## src/rtl/core_pkg.sv

```systemverilog
// Shared types and constants for the core's memory-side blocks.
// Holds the arbiter state encoding and the LSU access-size codes.
package core_pkg;
  typedef enum logic [1:0] {S_IDLE, S_REQ, S_RESP, S_ERR} arb_state_t;

  localparam logic [1:0] LEN_BYTE = 2'd0;
  localparam logic [1:0] LEN_HALF = 2'd1;
  localparam logic [1:0] LEN_WORD = 2'd2;

  function automatic logic len_legal(input logic [1:0] len);
    return (len == LEN_BYTE) || (len == LEN_HALF) || (len == LEN_WORD);
  endfunction
endpackage

```

## src/rtl/mem_arbiter_if.sv

```systemverilog
// Bus bundle between IFU, LSU, the data-memory slave and the arbiter.
// slave = arbiter view, master = the surrounding masters and memory.
interface mem_arbiter_if #(
  parameter int ADDR_W = 32,
  parameter int DATA_W = 32
) ();
  logic              ifu_req_valid, ifu_req_ready;
  logic [ADDR_W-1:0] ifu_addr;
  logic              ifu_resp_valid, ifu_resp_ready, ifu_resp_err;
  logic [DATA_W-1:0] ifu_rdata;

  logic              lsu_req_valid, lsu_req_ready, lsu_wen;
  logic [ADDR_W-1:0] lsu_addr;
  logic [DATA_W-1:0] lsu_wdata;
  logic [1:0]        lsu_len;
  logic              lsu_resp_valid, lsu_resp_ready, lsu_resp_err;
  logic [DATA_W-1:0] lsu_rdata;

  logic              mem_req_valid, mem_req_ready, mem_wen;
  logic [ADDR_W-1:0] mem_addr;
  logic [DATA_W-1:0] mem_wdata;
  logic [1:0]        mem_len;
  logic              mem_resp_valid, mem_resp_ready;
  logic [DATA_W-1:0] mem_rdata;

  modport slave (
    input  ifu_req_valid, ifu_addr, ifu_resp_ready,
    input  lsu_req_valid, lsu_addr, lsu_wen, lsu_wdata, lsu_len, lsu_resp_ready,
    input  mem_req_ready, mem_resp_valid, mem_rdata,
    output ifu_req_ready, ifu_resp_valid, ifu_rdata, ifu_resp_err,
    output lsu_req_ready, lsu_resp_valid, lsu_rdata, lsu_resp_err,
    output mem_req_valid, mem_addr, mem_wen, mem_wdata, mem_len, mem_resp_ready
  );

  modport master (
    output ifu_req_valid, ifu_addr, ifu_resp_ready,
    output lsu_req_valid, lsu_addr, lsu_wen, lsu_wdata, lsu_len, lsu_resp_ready,
    output mem_req_ready, mem_resp_valid, mem_rdata,
    input  ifu_req_ready, ifu_resp_valid, ifu_rdata, ifu_resp_err,
    input  lsu_req_ready, lsu_resp_valid, lsu_rdata, lsu_resp_err,
    input  mem_req_valid, mem_addr, mem_wen, mem_wdata, mem_len, mem_resp_ready
  );
endinterface

```

## src/rtl/rr_pick2.sv

```systemverilog
// Two-way round-robin pick: a lone requester wins, a tie goes to the one
// that was not served last. win = 0 selects requester 0.
module rr_pick2 (
  input  logic [1:0] valid,
  input  logic       last,
  output logic       win
);
  assign win = (&valid) ? ~last : valid[1];
endmodule

```

## src/rtl/mem_arbiter.sv

```systemverilog
// Shares the data-memory slave between IFU (read-only) and LSU with
// round-robin grants, one transaction in flight and a stall watchdog.
module mem_arbiter
  import core_pkg::*;
#(
  parameter int ADDR_W  = 32,
  parameter int DATA_W  = 32,
  parameter int TIMEOUT = 255
) (
  input logic         clk,
  input logic         rst,
  mem_arbiter_if.slave bus
);
  localparam int             WDW     = (TIMEOUT < 1) ? 1 : $clog2(TIMEOUT + 1);
  localparam logic [WDW-1:0] WD_LAST = WDW'(TIMEOUT - 1);
  localparam logic [WDW-1:0] WD_ONE  = WDW'(1);

  arb_state_t     state, state_n;
  logic           grant, grant_n, last, last_n, win;
  logic [WDW-1:0] wdog, wdog_n;

  logic [1:0] req_v, req_rdy, rsp_vld, rsp_err;
  logic       rdata_en, mem_req_vld, mem_rsp_rdy, g_rsp_rdy;
  logic [ADDR_W-1:0] addr_mux;

  assign req_v     = {bus.lsu_req_valid, bus.ifu_req_valid};
  assign g_rsp_rdy = grant ? bus.lsu_resp_ready : bus.ifu_resp_ready;

  rr_pick2 u_pick (.valid(req_v), .last(last), .win(win));

  always_ff @(posedge clk or negedge rst) begin
    if (!rst) begin
      state <= S_IDLE;
      grant <= 1'b0;
      last  <= 1'b1;
      wdog  <= '0;
    end else begin
      state <= state_n;
      grant <= grant_n;
      last  <= last_n;
      wdog  <= wdog_n;
    end
  end

  always_comb begin
    state_n     = state;
    grant_n     = grant;
    last_n      = last;
    wdog_n      = wdog;
    req_rdy     = '0;
    rsp_vld     = '0;
    rsp_err     = '0;
    rdata_en    = 1'b0;
    mem_req_vld = 1'b0;
    mem_rsp_rdy = 1'b0;
    case (state)
      S_IDLE: begin
        if (|req_v) begin
          grant_n = win;
          state_n = S_REQ;
          wdog_n  = '0;
        end
      end
      S_REQ: begin
        mem_req_vld    = 1'b1;
        req_rdy[grant] = bus.mem_req_ready;
        if (bus.mem_req_ready) begin
          state_n = S_RESP;
          wdog_n  = '0;
        end else if (wdog == WD_LAST) begin
          state_n = S_ERR;
        end else begin
          wdog_n = wdog + WD_ONE;
        end
      end
      S_RESP: begin
        mem_rsp_rdy    = g_rsp_rdy;
        rsp_vld[grant] = bus.mem_resp_valid;
        rdata_en       = 1'b1;
        if (bus.mem_resp_valid && g_rsp_rdy) begin
          state_n = S_IDLE;
          last_n  = grant;
        end else if (wdog == WD_LAST) begin
          state_n = S_ERR;
        end else begin
          wdog_n = wdog + WD_ONE;
        end
      end
      S_ERR: begin
        // Synthesised error response; the slave is fenced off until IDLE.
        rsp_vld[grant] = 1'b1;
        rsp_err[grant] = 1'b1;
        if (g_rsp_rdy) begin
          state_n = S_IDLE;
          last_n  = grant;
        end
      end
      default: state_n = S_IDLE;
    endcase
  end

  assign addr_mux = grant ? bus.lsu_addr : bus.ifu_addr;

  assign bus.mem_req_valid  = mem_req_vld;
  assign bus.mem_resp_ready = mem_rsp_rdy;
  assign bus.mem_addr       = addr_mux;
  assign bus.mem_wen        = grant & bus.lsu_wen;
  assign bus.mem_wdata      = grant ? bus.lsu_wdata : {DATA_W{1'b0}};
  assign bus.mem_len        = grant ? bus.lsu_len : LEN_WORD;

  assign bus.ifu_req_ready  = req_rdy[0];
  assign bus.lsu_req_ready  = req_rdy[1];
  assign bus.ifu_resp_valid = rsp_vld[0];
  assign bus.lsu_resp_valid = rsp_vld[1];
  assign bus.ifu_resp_err   = rsp_err[0];
  assign bus.lsu_resp_err   = rsp_err[1];
  assign bus.ifu_rdata      = (rdata_en && !grant) ? bus.mem_rdata : {DATA_W{1'b0}};
  assign bus.lsu_rdata      = (rdata_en &&  grant) ? bus.mem_rdata : {DATA_W{1'b0}};
endmodule

```

## src/flat_wrapper.sv

```systemverilog
// flat-port wrapper written by rule: the top's interface ports become plain ports
module mem_arbiter_flat import core_pkg::*;
#(
  parameter int ADDR_W  = 32,
  parameter int DATA_W  = 32,
  parameter int TIMEOUT = 255
)
  (clk, rst, bus_ifu_req_valid, bus_ifu_addr, bus_ifu_resp_ready, bus_lsu_req_valid, bus_lsu_addr, bus_lsu_wen, bus_lsu_wdata, bus_lsu_len, bus_lsu_resp_ready, bus_mem_req_ready, bus_mem_resp_valid, bus_mem_rdata, bus_ifu_req_ready, bus_ifu_resp_valid, bus_ifu_rdata, bus_ifu_resp_err, bus_lsu_req_ready, bus_lsu_resp_valid, bus_lsu_rdata, bus_lsu_resp_err, bus_mem_req_valid, bus_mem_addr, bus_mem_wen, bus_mem_wdata, bus_mem_len, bus_mem_resp_ready);
  mem_arbiter_if #(.ADDR_W(ADDR_W), .DATA_W(DATA_W)) bus_i ();
  input logic clk;
  input logic rst;
  input wire logic [$bits(bus_i.ifu_req_valid)-1:0] bus_ifu_req_valid;
  input wire logic [$bits(bus_i.ifu_addr)-1:0] bus_ifu_addr;
  input wire logic [$bits(bus_i.ifu_resp_ready)-1:0] bus_ifu_resp_ready;
  input wire logic [$bits(bus_i.lsu_req_valid)-1:0] bus_lsu_req_valid;
  input wire logic [$bits(bus_i.lsu_addr)-1:0] bus_lsu_addr;
  input wire logic [$bits(bus_i.lsu_wen)-1:0] bus_lsu_wen;
  input wire logic [$bits(bus_i.lsu_wdata)-1:0] bus_lsu_wdata;
  input wire logic [$bits(bus_i.lsu_len)-1:0] bus_lsu_len;
  input wire logic [$bits(bus_i.lsu_resp_ready)-1:0] bus_lsu_resp_ready;
  input wire logic [$bits(bus_i.mem_req_ready)-1:0] bus_mem_req_ready;
  input wire logic [$bits(bus_i.mem_resp_valid)-1:0] bus_mem_resp_valid;
  input wire logic [$bits(bus_i.mem_rdata)-1:0] bus_mem_rdata;
  output wire logic [$bits(bus_i.ifu_req_ready)-1:0] bus_ifu_req_ready;
  output wire logic [$bits(bus_i.ifu_resp_valid)-1:0] bus_ifu_resp_valid;
  output wire logic [$bits(bus_i.ifu_rdata)-1:0] bus_ifu_rdata;
  output wire logic [$bits(bus_i.ifu_resp_err)-1:0] bus_ifu_resp_err;
  output wire logic [$bits(bus_i.lsu_req_ready)-1:0] bus_lsu_req_ready;
  output wire logic [$bits(bus_i.lsu_resp_valid)-1:0] bus_lsu_resp_valid;
  output wire logic [$bits(bus_i.lsu_rdata)-1:0] bus_lsu_rdata;
  output wire logic [$bits(bus_i.lsu_resp_err)-1:0] bus_lsu_resp_err;
  output wire logic [$bits(bus_i.mem_req_valid)-1:0] bus_mem_req_valid;
  output wire logic [$bits(bus_i.mem_addr)-1:0] bus_mem_addr;
  output wire logic [$bits(bus_i.mem_wen)-1:0] bus_mem_wen;
  output wire logic [$bits(bus_i.mem_wdata)-1:0] bus_mem_wdata;
  output wire logic [$bits(bus_i.mem_len)-1:0] bus_mem_len;
  output wire logic [$bits(bus_i.mem_resp_ready)-1:0] bus_mem_resp_ready;
  assign bus_i.ifu_req_valid = bus_ifu_req_valid;
  assign bus_i.ifu_addr = bus_ifu_addr;
  assign bus_i.ifu_resp_ready = bus_ifu_resp_ready;
  assign bus_i.lsu_req_valid = bus_lsu_req_valid;
  assign bus_i.lsu_addr = bus_lsu_addr;
  assign bus_i.lsu_wen = bus_lsu_wen;
  assign bus_i.lsu_wdata = bus_lsu_wdata;
  assign bus_i.lsu_len = bus_lsu_len;
  assign bus_i.lsu_resp_ready = bus_lsu_resp_ready;
  assign bus_i.mem_req_ready = bus_mem_req_ready;
  assign bus_i.mem_resp_valid = bus_mem_resp_valid;
  assign bus_i.mem_rdata = bus_mem_rdata;
  assign bus_ifu_req_ready = bus_i.ifu_req_ready;
  assign bus_ifu_resp_valid = bus_i.ifu_resp_valid;
  assign bus_ifu_rdata = bus_i.ifu_rdata;
  assign bus_ifu_resp_err = bus_i.ifu_resp_err;
  assign bus_lsu_req_ready = bus_i.lsu_req_ready;
  assign bus_lsu_resp_valid = bus_i.lsu_resp_valid;
  assign bus_lsu_rdata = bus_i.lsu_rdata;
  assign bus_lsu_resp_err = bus_i.lsu_resp_err;
  assign bus_mem_req_valid = bus_i.mem_req_valid;
  assign bus_mem_addr = bus_i.mem_addr;
  assign bus_mem_wen = bus_i.mem_wen;
  assign bus_mem_wdata = bus_i.mem_wdata;
  assign bus_mem_len = bus_i.mem_len;
  assign bus_mem_resp_ready = bus_i.mem_resp_ready;
  mem_arbiter #(.ADDR_W(ADDR_W), .DATA_W(DATA_W), .TIMEOUT(TIMEOUT)) u_core (.clk(clk), .rst(rst), .bus(bus_i));
endmodule
```

## config.mk

```make
export PLATFORM = sky130hd
export DESIGN_NAME = mem_arbiter_flat
export DESIGN_NICKNAME = d
export VERILOG_FILES = /design/src/rtl/core_pkg.sv /design/src/rtl/mem_arbiter_if.sv /design/src/rtl/rr_pick2.sv /design/src/rtl/mem_arbiter.sv /design/src/flat_wrapper.sv
export SDC_FILE = /design/constraint.sdc
export NUM_CORES = 1
export LEC_CHECK = 0
export CAP_MARGIN = 20
export CORE_AREA = 3 3 106 108
export CTS_BUF_LIST = sky130_fd_sc_hd__clkbuf_4 sky130_fd_sc_hd__clkbuf_8
export DETAILED_ROUTE_END_ITERATION = 12
export DIE_AREA = 0 0 109 111
export DONT_BUFFER_PORTS = 1
export PLACE_DENSITY = 0.4
export SYNTH_ARGS = -nofsm -noshare
export SYNTH_HDL_FRONTEND = slang
export SYNTH_SLANG_ARGS = --single-unit
```

## constraint.sdc

```tcl
create_clock -name clk -period 3.8 [get_ports clk]
set_input_delay 0.57 -clock clk [delete_from_list [all_inputs] [get_ports clk]]
set_output_delay 0.57 -clock clk [all_outputs]
set_load 0.03 [all_outputs]
```

==> impl_results.md <==
* Outcome: finished clean
* Syn Inst Count at 244
* DRT iter0 DRCs at 90
* Vias in the first global route at about 1800
* Worst setup SP type: flop
* Via count at between 1500 and 2000
* Post-synth ARST share at 100%
* Filler cells at 1130
* Gate power share at a little under 80%
* Post-synthesis cell type count at 38
* Mapped Area at 1960 um^2
* IO Count at 278
* RSZ-0062 raised after global routing: no
* Initial antenna violation count at 0
* Worst Path Required at 3230 ps
* Final setup fails at 0
* DP HPWL at just under 7000 um
* Initial Util at 19.0%
* Die W at 109 um
* Largest family of logic cells by synthesized area: simple AND/OR/NAND/NOR gates
* Die Ht at between 100 and 150 um
* Post_cts resized at 0
* Most common cell after layout, fill and taps aside: and2_1
* TritonCTS clock tree: yes
* Inserted Diodes at 0
* Synthesis-stage register bit count at 12
* Clk_skew at 2.54 ps
* Post-synth EDFFs at 0
* CTS buffer count at 3
* Pleak at between 0.9 and 1 nW
* Crit Path Category: reg2out
* Maximum vdd drop at 365 uV
* Adder-Cell Fraction of Synth Area at 4.46%
* Largest area contributor in the synthesized netlist: and2_1
* Minimum clock period at approximately 2700 ps
* I/O Buffers at 0
* Syn Nets at 390
* Vias per std cell at around 5.0
* PwrDens at roughly 800 nW/um^2
* Routed wire length per instance at 21.4 um
* Critical R2R Launch: u_core.grant
* P_sw at around 0.0011 W
* Min-delay worst type: in2async
* Final instance count without filler cells at around 370
* DRT Pass-1 Iters at 5
* Rows at 37
* Core Footprint at 10300 um^2
* Global-route wire length before repair at roughly 11000 um
* FF-to-FF setup slack at around 1300 ps
* Least-Margin Pin Slew at around 800 ps
* Clk buf depth at 2
* Sum Neg Setup Slack at 0 ps
* Clock slew at reported path FFs at 60 ps
* Most frequent cells in the layout: and2_1 (68), mux2_2 (34), and3_1 (34)
* Crit path DAT at between 2000 and 2500 ps
* Pwr Total at approximately 0.0017 W
* Largest net degree at the start of global routing at 67
* Seq/Total Area, Yosys at around 15%
* Placed Cells incl. Taps at 362
* Synth Warn # at 0
* Gpl congestion at between 0.7 and 0.8
* Max Fclk at between 0.3 and 0.4 GHz
* Area delta synth->final at 7.58%
* Hold Buf Count CTS at 0
* Clock Power Share at under 10%
* Rel. slew slack at 45.5%
* Clk root buf: clkbuf_8
* Final number of hold-violating endpoints at 0
* FF-to-FF path depth at 4
* Die ar. at between 10000 and 15000 um^2
* Worst slack, placed at 1240 ps
* Critical R2R Capture: u_core.wdog[0]
* Slew Limit Fails at 0
* Clk Latency, worst-skew pair at between 200 and 250 ps
* Compound-Gate Fraction of Synth Area at about 15%
* Simple-gate area share of the yosys netlist at approximately two fifths
* Final wirelength at between 7000 and 8000 um
* XOR/XNOR Fraction of Synth Area at 0%
* Htree depth at 1
* Final net count at about 380
* Critical Path Sink Type: output port
* Share of the synthesized area in the top cell type at between 20% and 30%
* Period utilization at 72.3%
* Sw frac at around 65%
* Remaining antenna violation count at 0
* Max-Cap Viols at 0
* Global-route usage over all layers at 11.4%
* Crit-path max FO at 66
* Residual DRC count at 0
* Predominant post-synthesis flop cell: dfrtp_1
* Area contributors post-synth: and2_1 (22%), mux2_2 (19%), dfrtp_1 (14%)
* Share of post-route cells with drive strength above 1 at between 20% and 30%
* Num Clock Sinks at 12
* Sequential share of power at between 10% and 20%
* Int Power at a little under 0.0006 W
* Final core utilization at between 20% and 30%
* Post-synthesis mux area share at a little over a fifth
* Avg Inst Size Synth at just over 8 um^2
* Worst Slack Setup Final at roughly 1100 ps
* GRT Residual Overflow at 0
* Post-CTS setup buffers at 0
## layer usage
metal / vias to the layer above / GRT usage [%] / share of wire (%)
met4: 0 / 1.77 / 0.54
met5: - / 0 / 0
met1: 856 / 12.8 / 36
li1: 821 / - / -
met3: 2 / 2.85 / 11
met2: 159 / 21.7 / 52
## sequential cells by signal (all words and copies together), names as in the netlist
signal and flops:
u_core.wdog 8, u_core.state 2, u_core.grant 1, u_core.last 1
## worst max-delay path, cell delays in order (launching register included)
cell and delay [ps]:
dfrtp_2 870, buf_4 530, mux2_2 480
## worst max path at each step
stage                     cells past startpoint  slack, ps                 to             from
after floorplan                               5       1660  bus_lsu_rdata[10]  u_core.state[0]
after global placement                        4       1290     u_core.wdog[0]     u_core.grant
after detailed placement                      4       1240     u_core.wdog[0]     u_core.grant
after CTS                                     2       1030   bus_mem_addr[31]     u_core.grant
after global routing                          2        850    bus_mem_addr[2]     u_core.grant
final                                         2       1050   bus_mem_addr[31]     u_core.grant
## area by class of cell
class	instances	area (um^2)	share of cell area, %
tap	136	170	8.05
clock buffer	4	48.8	2.31
multi-input combinational	208	1560	73.7
inverter	3	11.3	0.533
sequential	12	303	14.3
timing repair buffer	3	22.5	1.07
## power groups by stage
stage | clock network (W) | logic [W] | registers, W
global placement | 0 | 0.00131 | 0.000255
finish | 0.000131 | 0.00130 | 0.000254
detailed placement | 0 | 0.00130 | 0.000258
floorplan | 0 | 0.00126 | 0.000181
CTS | 0.000136 | 0.00131 | 0.000256
global route | 0.000143 | 0.00137 | 0.000274
## cells by family after synthesis
group / count (synthesis)
simple gates: 127
mux: 37
buf+inv: 24
fa+ha+maj: 7
flops: 12
compound gates: 37
## cells in the mapped netlist (2+ instances only)
cell type and count:
and2_1 68, and3_1 34, mux2_2 34, clkbuf_1 19, dfrtp_1 11, a21oi_1 8
ha_1 7, a21oi_2 6, nand2_1 6, nor2_1 6, o21ai_0 5, nand3_1 4
a31o_2 3, inv_1 3, nor2b_1 3, buf_6 2, mux2i_1 2, nand4_1 2
o21a_1 2
## stage by stage
stage	instance area (um^2)	hold slack, ps
after floorplan	1960	274
after global placement	2060	275
after detailed placement	2060	275
after CTS	2110	12.3
after global routing	2110	0.964
final	2110	18.1
No activity file was read; power rests on OpenSTA's default activity.
==> RTL edit: new RTL, same flow settings <==
`TIMEOUT` is set to 255 in 2 places; all go to 510.
--- a/src/rtl/mem_arbiter.sv
+++ b/src/rtl/mem_arbiter.sv
@@ -5,7 +5,7 @@
 #(
   parameter int ADDR_W  = 32,
   parameter int DATA_W  = 32,
-  parameter int TIMEOUT = 255
+  parameter int TIMEOUT = 510
 ) (
   input logic         clk,
   input logic         rst,
--- a/src/flat_wrapper.sv
+++ b/src/flat_wrapper.sv
@@ -3,7 +3,7 @@
 #(
   parameter int ADDR_W  = 32,
   parameter int DATA_W  = 32,
-  parameter int TIMEOUT = 255
+  parameter int TIMEOUT = 510
 )
   (clk, rst, bus_ifu_req_valid, bus_ifu_addr, bus_ifu_resp_ready, bus_lsu_req_valid, bus_lsu_addr, bus_lsu_wen, bus_lsu_wdata, bus_lsu_len, bus_lsu_resp_ready, bus_mem_req_ready, bus_mem_resp_valid, bus_mem_rdata, bus_ifu_req_ready, bus_ifu_resp_valid, bus_ifu_rdata, bus_ifu_resp_err, bus_lsu_req_ready, bus_lsu_resp_valid, bus_lsu_rdata, bus_lsu_resp_err, bus_mem_req_valid, bus_mem_addr, bus_mem_wen, bus_mem_wdata, bus_mem_len, bus_mem_resp_ready);
   mem_arbiter_if #(.ADDR_W(ADDR_W), .DATA_W(DATA_W)) bus_i ();
Check against the original RTL: no difference found for any inputs over 10 cycles, from zero or initial values and one cycle with rst low; that may be too few to reach the edited logic, so the function may still have changed.
==> RTL edit against the original RTL <==
Setup slack better by 0.079 ns; synthesized cell count grew 2.0%; sequential cell count increased by 1; hold slack got worse by 0.0043 ns; design area increased by 1.4%; wire length rose by 42%; power fell by 4.0%; combinational power is 5% lower; global-route usage grew 5.2 points; die area did not move; synthesized area about the same; largest power group unchanged.
==> RTL edit: results (changes against the original RTL) <==
Cells and area:
- The number of nets in the layout is 383 (was 377).
- The share of layout cells above drive strength 1 is 19.1% (was 24.8%).

Yosys:
- The net count of the mapped netlist is 395 (was 390).
- The sequential element share of the synthesized area is 16.6% (was 15.4%).
- Cells taking the most area after synthesis: sky130_fd_sc_hd__and2_1, sky130_fd_sc_hd__mux2_2, sky130_fd_sc_hd__dfrtp_1 (unchanged).
- Synth cell count leaders: sky130_fd_sc_hd__and2_1, sky130_fd_sc_hd__and3_1, sky130_fd_sc_hd__mux2_2 (unchanged).
- The count of different cell masters after synthesis is 39 (was 38).

Power and ir drop:
- The reported leakage power is 0.917 nW (was 0.911 nW).
- The largest voltage drop on the vdd net came to 401 µV (was 365 µV).

Global route:
- The number of antenna violations at the first check in global routing is 25 (was 0).
- The wire length of the first global-routing pass came to 14200 µm (was 10700 µm).
- The via count of the first global-routing pass is 1799 (was 1785).
- The largest net degree at the start of global routing is 77 (was 67).

Placed design:
- The routability congestion estimate is 0.736 (about the same).
- The worst-case setup slack after placement is 1.39 ns (was 1.24 ns).
- The post-detailed-placement half-perimeter wirelength is 9820 µm (was 6860 µm).

Critical path:
- The endpoint arrival time on the critical path is 2.10 ns (was 2.18 ns).
- The maximum fanout count along the critical path is 76 (was 66).

Detailed routing:
- The aggregate routed wire length is 11200 µm (was 7850 µm).
- The number of optimization iterations in the first detailed-route pass is 7 (was 5).
- The iteration-0 DRC count of the detailed router came to 58 (was 90).
- The total vias in the final route is 1970 (was 1838).

Timing:
- The worst slew slack as a fraction of its limit was 42.5% (was 45.5%).
- The worst setup skew after layout was 0.000544 ns (was 0.00254 ns).

Outcome:
- Status: finished clean (unchanged).
==> RTL edit: cell count changes after synthesis, sizes merged, moves of 2 or more <==
cell,change
or4,+3
a21oi,-6
o31ai,+4
or3,+3
a31o,-2
inv,+4
==> RTL edit: cell type report <==
class / instances / area [µm²]
Fill cell: 1186 / 8180
Antenna cell: 4 / 10.0
Multi-Input combinational cell: 208 / 1530
Sequential cell: 13 / 328
Timing Repair Buffer: 4 / 32.5
Inverter: 7 / 26.3
Clock buffer: 4 / 48.8
Tap cell: 136 / 170
==> RTL edit: worst paths after layout <==
kind	from	end	slack, ns
setup reg to reg	u_core.grant$_DFFE_PN0P_	u_core.wdog[5]$_DFFE_PN0P_	1.45
hold / removal	rst	u_core.wdog[0]$_DFFE_PN0P_	0.01
max in group asynchronous	rst	u_core.wdog[1]$_DFFE_PN0P_	3.17
min in group clk	bus_lsu_req_valid	u_core.grant$_DFFE_PN0P_	0.50
setup / recovery	u_core.grant$_DFFE_PN0P_	bus_mem_addr[29]	1.13
hold reg to reg	u_core.wdog[8]$_DFFE_PN0P_	u_core.wdog[8]$_DFFE_PN0P_	0.52
==> RTL edit: cell families (layout without fill, tap and decap cells) <==
kind of cell / after synthesis / count (layout) / synth area share [%]
other: 0 / 4 / 0
buffers and inverters: 28 / 15 / 5.73
and+or+nand+nor: 134 / 134 / 41.5
AOI/OAI and AO/OA: 30 / 30 / 10.5
DFF: 13 / 13 / 16.6
adders and majority gates: 7 / 7 / 4.46
muxes: 37 / 37 / 21.2
==> RTL edit: per-stage QoR <==
step / util, % / total power [W] / cells / cell area [µm²]
after floorplan: - / 0.00135 / 249 / 1970
after global placement: 20.1 / 0.00147 / 367 / 2070
after detailed placement: 20.1 / 0.00148 / 367 / 2070
after CTS: 20.6 / 0.00163 / 371 / 2120
after global routing: 20.7 / 0.00171 / 372 / 2130
final: 20.7 / 0.00161 / 376 / 2140
==> RTL edit: layer usage <==
metal / vias to the layer above / track usage, % / wire (µm)
met3: 12 / 9.49 / 1560
met1: 921 / 24.0 / 5040
met4: 8 / 0.926 / 46
met5: - / 0 / 49
li1: 852 / - / -
met2: 177 / 22.4 / 4470
==> RTL edit: repair_timing <==
action,CTS,global route
resized for setup,0,0
hold buffers,0,1
endpoints found under the hold margin,0,1
==> RTL edit: where the power goes <==
part	total (W)	switching, W	internal (W)
logic	0.00124	0.000937	0.000307
clock network	0.000137	0.0000557	0.0000813
registers	0.000231	0.0000617	0.000170
